===== src/rtl/nibble_word_packer_if.sv =====
// Handshake bundle between a nibble source, the packer and a packed-word
// consumer. "master" is the packer's view; "slave" is the environment's view.
//
// Both channels use valid/ready: a transfer happens on a rising clock edge
// where valid and ready are both 1. A producer holds its payload stable while
// valid is 1 and ready is 0, and ready never depends on valid combinationally.
interface nibble_word_packer_if #(
   parameter int NIB_W = 4,
   parameter int NIBS  = 3
);
   localparam int CNT_W = $clog2(NIBS + 1);

   logic                           in_valid;
   logic                           in_ready;
   logic [NIB_W-1:0]               in_nib;
   logic                           in_last;
   logic                           out_valid;
   logic                           out_ready;
   logic [2:NIBS+1][NIB_W:1]       out_word;
   logic [CNT_W-1:0]               out_count;
   logic                           out_all_ones;

   modport master (
      input  in_valid, in_nib, in_last, out_ready,
      output in_ready, out_valid, out_word, out_count, out_all_ones
   );

   modport slave (
      output in_valid, in_nib, in_last, out_ready,
      input  in_ready, out_valid, out_word, out_count, out_all_ones
   );
endinterface


===== src/rtl/nibble_word_packer.sv =====
// Packs a stream of nibbles into 3x4 packed words, padding short words with
// all-ones. One slot assembles while a second slot presents the finished
// word, so input keeps flowing while the consumer stalls for one word.
module nibble_word_packer #(
   parameter int NIB_W = 4,
   parameter int NIBS  = 3
) (
   input  logic                         clk,
   input  logic                         rst_n,
   nibble_word_packer_if.master         io_bus,
   output logic                         o_dbg_state
);
   localparam int CNT_W = $clog2(NIBS + 1);

   typedef enum logic {ST_FILL = 1'b0, ST_HOLD = 1'b1} asm_state_t;

   asm_state_t                   r_state, w_state_nxt;
   logic [2:NIBS+1][NIB_W:1]     r_asm_word, w_asm_word_nxt, w_built;
   logic [CNT_W-1:0]             r_asm_cnt, w_asm_cnt_nxt, w_cnt_inc;
   logic [2:NIBS+1][NIB_W:1]     r_out_word;
   logic [CNT_W-1:0]             r_out_count;
   logic                         r_out_valid;
   logic                         r_out_all_ones;

   logic                         w_accept;
   logic                         w_complete;
   logic                         w_drain;
   logic                         w_out_free;
   logic                         w_load;
   logic [2:NIBS+1][NIB_W:1]     w_load_word;
   logic [CNT_W-1:0]             w_load_cnt;

   // in_ready depends only on the registered assembly state
   assign io_bus.in_ready     = (r_state == ST_FILL);
   assign io_bus.out_valid    = r_out_valid;
   assign io_bus.out_word     = r_out_word;
   assign io_bus.out_count    = r_out_count;
   assign io_bus.out_all_ones = r_out_all_ones;
   assign o_dbg_state         = r_state;

   assign w_accept   = io_bus.in_valid && (r_state == ST_FILL);
   assign w_cnt_inc  = r_asm_cnt + CNT_W'(1);
   assign w_complete = w_accept && ((w_cnt_inc == CNT_W'(NIBS)) || io_bus.in_last);
   assign w_drain    = r_out_valid && io_bus.out_ready;
   assign w_out_free = !r_out_valid || w_drain;

   // Assembly state register
   always_ff @(posedge clk or negedge rst_n) begin
      if (!rst_n) begin
         r_state    <= ST_FILL;
         r_asm_word <= '1;
         r_asm_cnt  <= '0;
      end else begin
         r_state    <= w_state_nxt;
         r_asm_word <= w_asm_word_nxt;
         r_asm_cnt  <= w_asm_cnt_nxt;
      end
   end

   // Next assembly state and the word (if any) handed to the output slot
   always_comb begin
      w_state_nxt    = r_state;
      w_asm_word_nxt = r_asm_word;
      w_asm_cnt_nxt  = r_asm_cnt;
      w_load         = 1'b0;
      w_load_word    = r_asm_word;
      w_load_cnt     = r_asm_cnt;
      w_built        = r_asm_word;
      for (int e = 0; e < NIBS; e++) begin
         if (r_asm_cnt == CNT_W'(e)) w_built[e+2] = io_bus.in_nib;
      end
      case (r_state)
         ST_FILL: begin
            if (w_complete && w_out_free) begin
               // Finished word goes straight out; slot restarts empty
               w_load         = 1'b1;
               w_load_word    = w_built;
               w_load_cnt     = w_cnt_inc;
               w_asm_word_nxt = '1;
               w_asm_cnt_nxt  = '0;
            end else if (w_complete) begin
               // Output busy: park the finished word here
               w_asm_word_nxt = w_built;
               w_asm_cnt_nxt  = w_cnt_inc;
               w_state_nxt    = ST_HOLD;
            end else if (w_accept) begin
               w_asm_word_nxt = w_built;
               w_asm_cnt_nxt  = w_cnt_inc;
            end
         end
         ST_HOLD: begin
            if (w_drain) begin
               w_load         = 1'b1;
               w_asm_word_nxt = '1;
               w_asm_cnt_nxt  = '0;
               w_state_nxt    = ST_FILL;
            end
         end
         default: w_state_nxt = ST_FILL;
      endcase
   end

   // Output slot: load wins over drain so back-to-back words never gap
   always_ff @(posedge clk or negedge rst_n) begin
      if (!rst_n) begin
         r_out_valid    <= 1'b0;
         r_out_word     <= '1;
         r_out_count    <= '0;
         r_out_all_ones <= 1'b1;
      end else if (w_load) begin
         r_out_valid    <= 1'b1;
         r_out_word     <= w_load_word;
         r_out_count    <= w_load_cnt;
         r_out_all_ones <= &w_load_word;
      end else if (w_drain) begin
         r_out_valid    <= 1'b0;
      end
   end
endmodule


===== src/flat_wrapper.sv =====
// flat-port wrapper written by rule: the top's interface ports become plain ports
module nibble_word_packer_flat 
#(
   parameter int NIB_W = 4,
   parameter int NIBS  = 3
)
  (clk, rst_n, o_dbg_state, io_bus_in_valid, io_bus_in_nib, io_bus_in_last, io_bus_out_ready, io_bus_in_ready, io_bus_out_valid, io_bus_out_word, io_bus_out_count, io_bus_out_all_ones);
  nibble_word_packer_if #(.NIB_W(NIB_W), .NIBS(NIBS)) io_bus_i ();
  input  logic clk;
  input  logic rst_n;
  output logic o_dbg_state;
  input wire logic [$bits(io_bus_i.in_valid)-1:0] io_bus_in_valid;
  input wire logic [$bits(io_bus_i.in_nib)-1:0] io_bus_in_nib;
  input wire logic [$bits(io_bus_i.in_last)-1:0] io_bus_in_last;
  input wire logic [$bits(io_bus_i.out_ready)-1:0] io_bus_out_ready;
  output wire logic [$bits(io_bus_i.in_ready)-1:0] io_bus_in_ready;
  output wire logic [$bits(io_bus_i.out_valid)-1:0] io_bus_out_valid;
  output wire logic [$bits(io_bus_i.out_word)-1:0] io_bus_out_word;
  output wire logic [$bits(io_bus_i.out_count)-1:0] io_bus_out_count;
  output wire logic [$bits(io_bus_i.out_all_ones)-1:0] io_bus_out_all_ones;
  assign io_bus_i.in_valid = io_bus_in_valid;
  assign io_bus_i.in_nib = io_bus_in_nib;
  assign io_bus_i.in_last = io_bus_in_last;
  assign io_bus_i.out_ready = io_bus_out_ready;
  assign io_bus_in_ready = io_bus_i.in_ready;
  assign io_bus_out_valid = io_bus_i.out_valid;
  assign io_bus_out_word = io_bus_i.out_word;
  assign io_bus_out_count = io_bus_i.out_count;
  assign io_bus_out_all_ones = io_bus_i.out_all_ones;
  nibble_word_packer #(.NIB_W(NIB_W), .NIBS(NIBS)) u_core (.clk(clk), .rst_n(rst_n), .io_bus(io_bus_i), .o_dbg_state(o_dbg_state));
endmodule

===== config.mk =====
export PLATFORM = sky130hd
export DESIGN_NAME = nibble_word_packer_flat
export DESIGN_NICKNAME = d
export VERILOG_FILES = /design/src/rtl/nibble_word_packer_if.sv /design/src/rtl/nibble_word_packer.sv /design/src/flat_wrapper.sv
export SDC_FILE = /design/constraint.sdc
export NUM_CORES = 1
export LEC_CHECK = 0
export ABC_CLOCK_PERIOD_IN_PS = 2300
export BUFFER_PORTS_ARGS = -buffer_cell sky130_fd_sc_hd__buf_2
export CORE_UTILIZATION = 40
export CTS_CLUSTER_DIAMETER = 60
export DETAILED_ROUTE_END_ITERATION = 8
export PLACE_DENSITY = 0.68
export REMOVE_ABC_BUFFERS = 1
export SLEW_MARGIN = 20
export SYNTH_ARGS = -nofsm -noshare
export SYNTH_HDL_FRONTEND = slang
export SYNTH_SLANG_ARGS = --single-unit

===== constraint.sdc =====
create_clock -name clk -period 2.3 [get_ports clk]
set_input_delay 0.115 -clock clk [delete_from_list [all_inputs] [get_ports clk]]
set_output_delay 0.115 -clock clk [all_outputs]
set_load 0.05 [all_outputs]

Word-level counts from Yosys, hierarchy flattened
Index checks and enable logic that the tools add are counted.
{"block": "totals", "romBits": 0, "latch_bits": 0, "out_inout_bits": 18, "memories": 0, "input_bits": 9, "ff_bits": 31, "word_cells": 55, "mem_bits_rw": 0}
{"block": "classes", "n_addsub": 1, "muxes": 26, "multipliers": 0, "eq_ne": 5, "n_reduce_logical": 11, "bitwise_logic": 1, "order_cmp": 0, "n_shift": 0, "n_div": 0}
{"operator": "12-bit two-way mux", "n": 6}
{"operator": "12-bit case mux with 2 select lines", "n": 1}
{"operator": "2-bit two-way mux", "n": 6}
{"operator": "4-bit two-way mux", "n": 3}
{"operator": "12-bit AND reduction", "n": 1}
{"operator": "1-bit two-way mux", "n": 7}
{"operator": "2-bit equality test (second input constant)", "n": 2}
{"operator": "1-bit logical AND", "n": 4}
{"operator": "4-bit by 1-bit != test with 1-bit output (second input constant)", "n": 1}
{"operator": "1-bit case mux with 2 select lines", "n": 2}
{"operator": "2-bit case mux with 2 select lines", "n": 1}
{"operator": "2-bit by 1-bit adder with 2-bit output (second input constant)", "n": 1}
{"operator": "2-bit by 1-bit equality test with 1-bit output (second input constant)", "n": 1}
{"operator": "2-bit logical NOT", "n": 1}
{"operator": "1-bit logical OR", "n": 2}
{"operator": "2-bit != test (second input constant)", "n": 1}
{"operator": "2-bit AND reduction", "n": 1}
{"operator": "2-bit nonzero test", "n": 1}
{"operator": "1-bit logical NOT", "n": 1}
{"operator": "1-bit NOT", "n": 1}

Depth between registers and ports, before layout
{"block": "depth", "word_depth": 8, "depth_mapped": 10, "ltp_nobuf": 8}

Worst setup path after synthesis
No wires, ideal clock.
{"block": "synth_path", "kind": "register -> register", "from": "reg u_core.r_asm_cnt[0]", "to": "reg u_core.r_out_count[0], in the netlist u_core.io_bus.out_count[0]", "path_stages_with_launch": 11, "slack_ns": 0.421, "setup_ns": 0.126, "t_arrival_ns": 1.754, "required_time_ns": 2.174, "n_path_buf": 2, "cell_sequence": "dfrtp_1 -> inv_1 -> ha_1 -> or2_0 -> clkbuf_1 -> and3_4 -> inv_2 -> buf_6 -> ha_1 -> mux2i_1 -> a21oi_1"}
{"block": "synth_between", "elab_chain_cells": 7, "elab_cells_between_ends": 9, "cone_classes": "1 x add/sub; 1 x eq/ne; 4 x mux; 3 x reduce/logical"}
{"element": "from (decl)", "line": "nibble_word_packer.sv:19", "text": "logic [CNT_W-1:0] r_asm_cnt, w_asm_cnt_nxt, w_cnt_inc;"}
{"element": "from (signal assigned)", "line": "nibble_word_packer.sv:56", "text": "r_asm_cnt <= w_asm_cnt_nxt;"}
{"element": "2-bit by 1-bit adder with 2-bit output", "line": "nibble_word_packer.sv:42", "text": "assign w_cnt_inc = r_asm_cnt + CNT_W'(1);"}
{"element": "2-bit equality test", "line": "nibble_word_packer.sv:43", "text": "assign w_complete = w_accept && ((w_cnt_inc == CNT_W'(NIBS)) || io_bus.in_last);"}
{"element": "1-bit logical OR", "line": "nibble_word_packer.sv:43"}
{"element": "1-bit logical AND", "line": "nibble_word_packer.sv:43"}
{"element": "1-bit logical AND", "line": "nibble_word_packer.sv:74", "text": "if (w_complete && w_out_free) begin"}
{"element": "1-bit two-way mux / 2-bit two-way mux (equally long branches)", "line": "nibble_word_packer.sv:74"}
{"element": "1-bit case mux with 2 select lines / 2-bit two-way mux (equally long branches)", "line": "nibble_word_packer.sv:72", "text": "case (r_state)"}
{"element": "to (signal assigned)", "line": "nibble_word_packer.sv:113", "text": "r_out_count <= w_load_cnt;"}
{"element": "to (decl)", "line": "nibble_word_packer.sv:21", "text": "logic [CNT_W-1:0] r_out_count;"}
Several ways; a longest one is shown, not always the timed one.
A chain may end at the register's enable or synchronous reset.

Worst setup path after layout
{"block": "layout_path", "from": "reg u_core.r_asm_cnt[0]", "to": "reg u_core.r_out_all_ones, in the netlist u_core.io_bus.out_all_ones"}
{"block": "layout_between", "elab_chain_cells": 8, "elab_cells_between_ends": 16, "cone_classes": "1 x add/sub; 3 x eq/ne; 7 x mux; 5 x reduce/logical"}
{"element": "2-bit by 1-bit adder with 2-bit output", "line": "nibble_word_packer.sv:42"}
{"element": "2-bit equality test", "line": "nibble_word_packer.sv:43"}
{"element": "1-bit logical OR", "line": "nibble_word_packer.sv:43"}
{"element": "1-bit logical AND", "line": "nibble_word_packer.sv:43"}
{"element": "1-bit logical AND", "line": "nibble_word_packer.sv:74"}
{"element": "12-bit two-way mux", "line": "nibble_word_packer.sv:74"}
{"element": "12-bit two-way mux", "line": "nibble_word_packer.sv:72"}
{"element": "12-bit AND reduction", "line": "nibble_word_packer.sv:114", "text": "r_out_all_ones <= &w_load_word;"}
{"element": "to (signal assigned)", "line": "nibble_word_packer.sv:114"}
{"element": "to (decl)", "line": "nibble_word_packer.sv:23", "text": "logic r_out_all_ones;"}
Several ways; a longest one is shown, not always the timed one.

==> flow_summary.toml <==
[clocking]
clk_latency_ps = 300
cts_root_buffer = "clkbuf_8"
cts_max_level = 2
post_cts_resized = 0
clk_pin_slew_ps = 70
clock_path_buffers = 2
numCtsBuffers = 5
clock_sinks = 31
cts_tree = "yes"

[logic_synthesis]
synth_flop_cell = "dfstp_2"
synth_top_area_frac = 0.4183
synth_edf_count = 0
syn_inst = 157
yosysWarnings = 0
synth.most_common_cell = "dfstp_2"
synth_area_um2 = 1570
ys_seq_elements = 31
async_flop_share = 1.000
synthTopCellsByCount = "dfstp_2 (25), nand2_1 (18), inv_1 (13)"
netlist-cell-type-count = 36
netlist.top_cell.by_area = "dfstp_2"
yosys-top-cells-area = "dfstp_2 (42%), dfrtp_1 (9.6%), o22a_1 (6.1%), nand2_1 (4.3%), ha_1 (4.0%)"
syn_avg_cell_area_um2 = 10.00
synth_seq_area_share = 0.5139

[final_layout]
num_antenna_cells = 0
final_util = 0.5010
drive_gt1_frac = 0.3564
nets = 201
area_growth_syn_to_layout_pct = 18.57

[sta]
period_minus_slack_ps = 2103
skew_ps = 4.043
setup_tns_ps = 0
rsz0062_at_grt = "false"
fmax_mhz = 475.5
final_hold_viol_count = 0
finalCritPeriodShare = 0.9144
relSlewSlack = 0.5692
slew_viol_final = 0
tightest_slew_ps = 646.1
setup_violations = 0

[grt]
grt_usage = 0.1973
grt_overflow = 0
antenna_found_initial = 0
grt_pass1_vias = 1264
grt_max_degree = 32
grt_pass1_wl_mm = 6.037

[critical_path]
rrSetupSlack_ps = 200
worstPathMaxFanout = 13
worstReg2RegEnd = "u_core.io_bus.out_all_ones"
required_ps = 2510
slowest_stage = "dfrtp_1"
crit_path_end_kind = "flop"
worstReg2RegStart = "u_core.r_asm_cnt[0]"
worst_r2r_path_depth = 8
path_buf_inv = 2
crit_path_cell_trace = "inv_1, ha_1, or2_0, and3_4, inv_2, o211a_1, o2111ai_1, o32ai_1"
crit_family = "compound AO/OA/AOI/OAI gates"
setup.worst_path.class = "reg -> reg"
cpPeakStageDelay_ps = 400
startpoint_type = "flop"
worstPathArrival_ps = 2310

[power]
leakagePower_nw = 0.8437
power_density_nw_per_um2 = 1637
ir_drop_mv = 0.6513

[drt]
viasPerCell = 5.653
route.final.wire_length_mm = 3.656
wire_per_inst_um = 15.49
via_count = 1334
drt.antenna.violating_nets = 0
drt_iter0_markers = 34
drc = 0
dr.pass1.iters = 4

[placement]
dpl.hpwl_mm = 2.543
portBuffers = 26
gp_congestion = 0.8915

[min_path]
hold_end = "u_core.o_dbg_state"
min_path_type = "in -> reg"
whs_path_depth = 2
worstHoldStart = "io_bus_out_ready"

[floorplanning]
start_util = 0.4226
rows = 22
io_pins = 27
die_w_um = 64.66
dieArea_um2 = 4180
core_um2 = 3716
die-height_um = 64.66

[run]
timing.max_cap.violations = 0

[status]
status = "finished, final reports clean"
==> worst reg2reg max path: stages (launching register included) <==
cell	delay, ps
dfrtp_1	400
inv_1	110
ha_1	200
or2_0	300
and3_4	250
inv_2	170
o211a_1	190
o2111ai_1	110
o32ai_1	280
==> routing by layer <==
metal  vias to the layer above  wire, µm  GRT usage
met2                        50      1714     0.3000
met1                       655      1624     0.2460
met3                         9       231    0.07042
met5                         -         0          0
li1                        620         -          -
met4                         0        86     0.1000
==> cell type report <==
class	count	area, µm²
fill	364	1854
sequential	31	807.0
tap	48	60.06
multi-input combinational	104	668.1
clock inverter	1	7.507
inverter	14	52.55
clock buffer	7	96.34
timing repair buffer	31	170.2
==> flip-flops by register name, summed over array words and instances, names as in the netlist <==
| signal | flops |
|---|---|
| u_core.r_asm_word | 12 |
| u_core.io_bus.out_valid | 1 |
| u_core.io_bus.out_word | 12 |
| u_core.io_bus.out_count | 2 |
| u_core.o_dbg_state | 1 |
| u_core.io_bus.out_all_ones | 1 |
| u_core.r_asm_cnt | 2 |
==> placed cells by master (no fill, tap or decap), types with 7 or more instances in the layout <==
cell	instances
o22a_1	11
clkbuf_8	7
nand2_1	18
buf_2	26
dfstp_2	25
o22ai_1	10
nor2_1	10
a21oi_1	10
inv_1	13
==> metrics by stage <==
stage                     power (W)  hold WS [ps]  instance area, µm²  setup slack [ps]  std cells
final                      0.003048         31.72                1862             196.9        236
after global routing       0.003241         40.17                1862             66.91        236
after CTS                  0.003058         25.09                1862             220.2        236
after detailed placement   0.002561         190.1                1748             225.4        227
after global placement     0.002519         177.7                1748             340.5        227
after floorplan            0.002182        -180.6                1528             355.3        149
==> power breakdown <==
part	internal [W]	leakage (nW)	total [W]	switching [W]
Combinational	0.000468	0.456	0.00148	0.00101
Clock	0.000272	0.0505	0.000490	0.000218
Sequential	0.000902	0.337	0.00108	0.000174
Total	0.00164	0.844	0.00305	0.00141
==> how the worst max path moves through the flow <==
| stage | from | endpoint | depth (start not counted) |
|---|---|---|---|
| floorplan | u_core.o_dbg_state | u_core.io_bus.out_count[0] | 6 |
| global placement | u_core.r_asm_cnt[0] | u_core.io_bus.out_all_ones | 8 |
| detailed placement | u_core.r_asm_cnt[0] | u_core.io_bus.out_all_ones | 8 |
| CTS | u_core.r_asm_cnt[0] | u_core.io_bus.out_all_ones | 8 |
| global route | u_core.r_asm_cnt[0] | u_core.io_bus.out_count[0] | 8 |
| finish | u_core.r_asm_cnt[0] | u_core.io_bus.out_all_ones | 8 |
==> logic make-up (layout without fill, tap and decap cells) <==
kind of cell / Yosys count / count (layout) / synth area share
adder cells (fa/ha/maj): 5 / 5 / 0.03984
AO/OA/AOI/OAI: 53 / 53 / 0.2319
multiplexers: 6 / 6 / 0.03904
buffers and inverters: 22 / 53 / 0.06056
AND/OR/NAND/NOR: 40 / 40 / 0.1147
flip-flops: 31 / 31 / 0.5139
==> timing repair <==
| action | in CTS | in global routing |
|---|---|---|
| hold endpoints to repair | 6 | 0 |
| buffers inserted | 0 | 0 |
| hold buffers | 1 | 0 |
(Power assumes the default switching activity.)
